File: config.mk
export PLATFORM = sky130hd
export DESIGN_NAME = switch_conditioner
export DESIGN_NICKNAME = d
export VERILOG_FILES = /design/src/rtl/switch_conditioner.sv
export SDC_FILE = /design/constraint.sdc
export NUM_CORES = 1
export LEC_CHECK = 0
export ABC_AREA = 1
export ABC_CLOCK_PERIOD_IN_PS = 7100
export CAP_MARGIN = 10
export CORE_MARGIN = 8
export CORE_UTILIZATION = 45
export DETAILED_ROUTE_END_ITERATION = 8
export GPL_TIMING_DRIVEN = 0
export MAX_ROUTING_LAYER = met4
export PLACE_DENSITY_LB_ADDON = 0.3
export SETUP_SLACK_MARGIN = 0.02
export SLEW_MARGIN = 20
export SYNTH_ARGS = -nofsm -noshare
export SYNTH_HDL_FRONTEND = slang
export SYNTH_SLANG_ARGS = --single-unit
File: constraint.sdc
create_clock -name clk_i -period 7.1 [get_ports clk_i]
set_input_delay 0.71 -clock clk_i [delete_from_list [all_inputs] [get_ports clk_i]]
set_output_delay 0.71 -clock clk_i [all_outputs]
set_load 0.02 [all_outputs]
File: src/rtl/switch_conditioner.sv
// Input conditioning for two pushbuttons and a 4-bit DIP bank: polarity fix,
// 2-flop synchronization, per-channel debounce, and registered event pulses.
module switch_conditioner #(
    parameter int DEBOUNCE_CYCLES = 100000,
    parameter int CNT_W           = 17,
    parameter bit ACTIVE_LOW      = 1'b1
) (
    input  logic       clk_i,
    input  logic       rst_i,
    input  logic       sw1_raw_i,
    input  logic       sw2_raw_i,
    input  logic [3:0] sw3_raw_i,
    output logic       sw1_o,
    output logic       sw2_o,
    output logic [3:0] sw3_o,
    output logic       sw1_press_o,
    output logic       sw2_press_o,
    output logic       sw3_chg_o
);

    localparam int NCH = 6;
    localparam logic [CNT_W-1:0] CNT_MAX = CNT_W'(DEBOUNCE_CYCLES - 1);

    // Channel order: bit 0 = sw1, bit 1 = sw2, bits 5:2 = sw3[3:0]
    logic [NCH-1:0]   raw;
    logic [NCH-1:0]   pol;
    logic [NCH-1:0]   s1;
    logic [NCH-1:0]   s2;
    logic [NCH-1:0]   q;
    logic [NCH-1:0]   flip;
    logic [CNT_W-1:0] cnt [NCH];
    logic             press1;
    logic             press2;
    logic             chg;

    assign raw = {sw3_raw_i, sw2_raw_i, sw1_raw_i};
    assign pol = ACTIVE_LOW ? ~raw : raw;

    always_ff @(posedge clk_i or posedge rst_i) begin
        if (rst_i) begin
            s1 <= '0;
            s2 <= '0;
        end else begin
            s1 <= pol;
            s2 <= s1;
        end
    end

    // A channel flips on the edge where its count has already reached the maximum
    always_comb begin
        flip = '0;
        for (int unsigned i = 0; i < NCH; i++) begin
            flip[i] = (s2[i] != q[i]) && (cnt[i] == CNT_MAX);
        end
    end

    always_ff @(posedge clk_i or posedge rst_i) begin
        if (rst_i) begin
            q <= '0;
            for (int unsigned i = 0; i < NCH; i++) begin
                cnt[i] <= '0;
            end
        end else begin
            for (int unsigned i = 0; i < NCH; i++) begin
                if (s2[i] == q[i]) begin
                    cnt[i] <= '0;
                end else if (flip[i]) begin
                    q[i]   <= s2[i];
                    cnt[i] <= '0;
                end else begin
                    cnt[i] <= cnt[i] + 1'b1;
                end
            end
        end
    end

    always_ff @(posedge clk_i or posedge rst_i) begin
        if (rst_i) begin
            press1 <= 1'b0;
            press2 <= 1'b0;
            chg    <= 1'b0;
        end else begin
            press1 <= flip[0] & s2[0];
            press2 <= flip[1] & s2[1];
            chg    <= |flip[5:2];
        end
    end

    assign sw1_o       = q[0];
    assign sw2_o       = q[1];
    assign sw3_o       = q[5:2];
    assign sw1_press_o = press1;
    assign sw2_press_o = press2;
    assign sw3_chg_o   = chg;

endmodule

==> results.cfg <==
[floorplan]
rows = 43
io_pins = 17
core_area_mm2 = 0.0139
die-area_mm2 = 0.0183
die_h_um = 135
initial_core_util = 0.461
die_w_um = 135

[synth]
synth_top_area_cell = dfrtp_1
syn_area_per_cell_um2 = 7.75
synth_cells = 825
syn-num-nets = 839
synthesis.area_mm2 = 0.00640
synthTopCellsByArea = dfrtp_1 48%, nand2_1 11%, nor2_1 11%, inv_1 5.5%, nand3_1 4.5%
synth_top_area_share = 0.481
synth_seq_area_share = 0.481
ys_warn_count = 0
synth_cell_type_count = 24
synth_seq_cells = 123

[grt]
grt_antenna_before_repair = 0
grt_pass1_vias = 4570
grt_usage = 0.146
grt_max_degree = 65
globalRoute.totalOverflow = 0
grt_pass1_wl_mm = 21.1

[critical_path]
cpMaxStageDelayCell = clkdlybuf4s50_1
cp-end-kind = output port
worstPathArrival_ps = 1440
path_delay_family = buffers and inverters
critPathMaxStageDelay_ps = 630
crit_chain = clkdlybuf4s50_1
path_buf_inv = 1
critPathLaunchType = register
crit_type = register to output port
critical_path_required_ps = 6390
cp_max_fo = 4

[timing]
drv_slew = 0
min_period_ps = 2150
post-route-period-util = 0.302
finClkSkew_ps = 10.4
rsz0062_at_grt = no
max_freq_mhz = 466
maxSlewHeadroom = 0.606
worstMarginPinSlew_ps = 591
report.final.hold_viol_count = 0
fin_setup_tns_ps = 0
setup_viol = 0

[pwr]
p_leak_nw = 3.25
p_switching_mw = 0.334
power_density_mw_per_mm2 = 225
swShare = 0.199
power_mw = 1.67
p_int_mw = 1.34
p_comb_frac = 0.030
peakVddDrop_mv = 0.164
clock_power_share = 0.538
seqPwrFrac = 0.431

[clock_network]
cts_buffer_depth = 2
clock_insertion_delay_worst_skew_ps = 420
cts_tree = yes
numClockSinks = 123
cts_resized = 0
post-cts-setup-buffers = 0
clockRootBuffer = clkbuf_16
cts-buffers-inserted = 17
holdBufCountCts = 0
clk_pin_slew_ps = 50
htree_num_levels = 4

[drt]
via_per_inst = 4.81
drtPass1Iterations = 4
drt_iter0_drc = 291
num_vias = 5065
wirelength_mm = 12.2
drc = 0
postRouteAntennaNets = 0
wl_per_cell_um = 11.5

[layout]
final_common_cell = nand2_1
layout-drive-gt1-share = 0.0985
layout_common_cells = 190 x nand2_1, 184 x nor2_1, 123 x dfrtp_1
nets = 875
syn_to_final_growth_pct = 16.2
diodes = 0

[outcome]
status = complete, no violations

[placed_design]
portBuffers = 16
hpwl_mm = 8.44
routabilityCongestion = 0.848

[run]
cap_violations = 0

[min_path]
hold_class = register to register
[Yosys cell counts]
cell type and n:
a21oi_1 16, clkinv_1 1, dfrtp_1 123, ha_1 6, inv_1 94, inv_2 6
nand2_1 190, nand2_2 28, nand2_4 1, nand3_1 57, nand3_2 3, nand3b_1 1
nand4_1 17, nor2_1 184, nor2_2 8, nor2_4 9, nor3_1 5, nor3_4 1
nor3b_1 1, o21a_1 6, o21ai_0 12, o21bai_1 24, xnor2_1 11, xor2_1 21
[layout make-up]
cell class	instances	area [µm²]
clock buffer	23	478
clock inverter	8	140
fill	1313	6450
inverter	101	384
multi-input combinational	601	2940
sequential	123	3080
tap	180	225
timing repair buffer	17	188
[through the flow]
| step | instance area, µm² | hold slack [ps] | worst slack, ps | util | cells |
|---|---|---|---|---|---|
| floorplan | 6400 | 331 | 3120 | - | 825 |
| global placement | 6780 | 332 | 1340 | 0.489 | 1021 |
| detailed placement | 6820 | 335 | 5170 | 0.491 | 1022 |
| CTS | 7430 | 347 | 4910 | 0.536 | 1053 |
| global route | 7430 | 353 | 4880 | 0.536 | 1053 |
| finish | 7430 | 345 | 4950 | 0.536 | 1053 |
[path summary, 6_finish.rpt]
check / startpoint / to / slack (ps) / cells after the start
max in group asynchronous: rst_i / s2[3] / 5660 / 3
worst min register to register: s1[4] / s2[4] / 350 / 0
worst min-delay path: s1[4] / s2[4] / 350 / 0
worst max register to register: cnt[0] / cnt[5] / 5630 / 6
min in group asynchronous: rst_i / s1[5] / 750 / 2
worst max-delay path: q[0] / sw1_o / 4950 / 1
[power by group through the flow]
stage	clock [mW]	sequential, mW	combinational (mW)
6_report	0.901	0.722	0.0509
5_1_grt	0.961	0.723	0.0592
4_1_cts	0.922	0.722	0.0533
3_5_place_dp	0	0.733	0.0529
3_3_place_gp	0	0.733	0.0496
2_1_floorplan	0	0.732	0.0355
[kinds of logic after synthesis]
logic type               share of synthesized area
AND/OR/NAND/NOR                              0.347
buffers and inverters                       0.0593
XOR/XNOR                                    0.0438
flip-flops                                   0.481
AO/OA/AOI/OAI                               0.0571
adder cells (fa/ha/maj)                     0.0117
[worst register-to-register path, stage by stage (launching register included)]
cell	delay, ps
dfrtp_1	370
ha_1	200
nand3_1	140
nor2_1	130
nand3_1	190
nand2_2	250
nor2_1	80
[state kept, by name (all words and copies together) (netlist names)]
name,count
cnt,102
q,6
s1,6
s2,6
sw1_press_o,1
sw2_press_o,1
sw3_chg_o,1
[layer usage]
| metal | GRT usage | routed length, µm | vias up |
|---|---|---|---|
| met1 | 0.188 | 6030 | 2323 |
| met2 | 0.213 | 5560 | 79 |
| met3 | 0.0404 | 452 | 12 |
| li1 | - | - | 2651 |
| met5 | - | 0 | - |
| met4 | 0.0598 | 115 | 0 |
(Power assumes the default switching activity.)
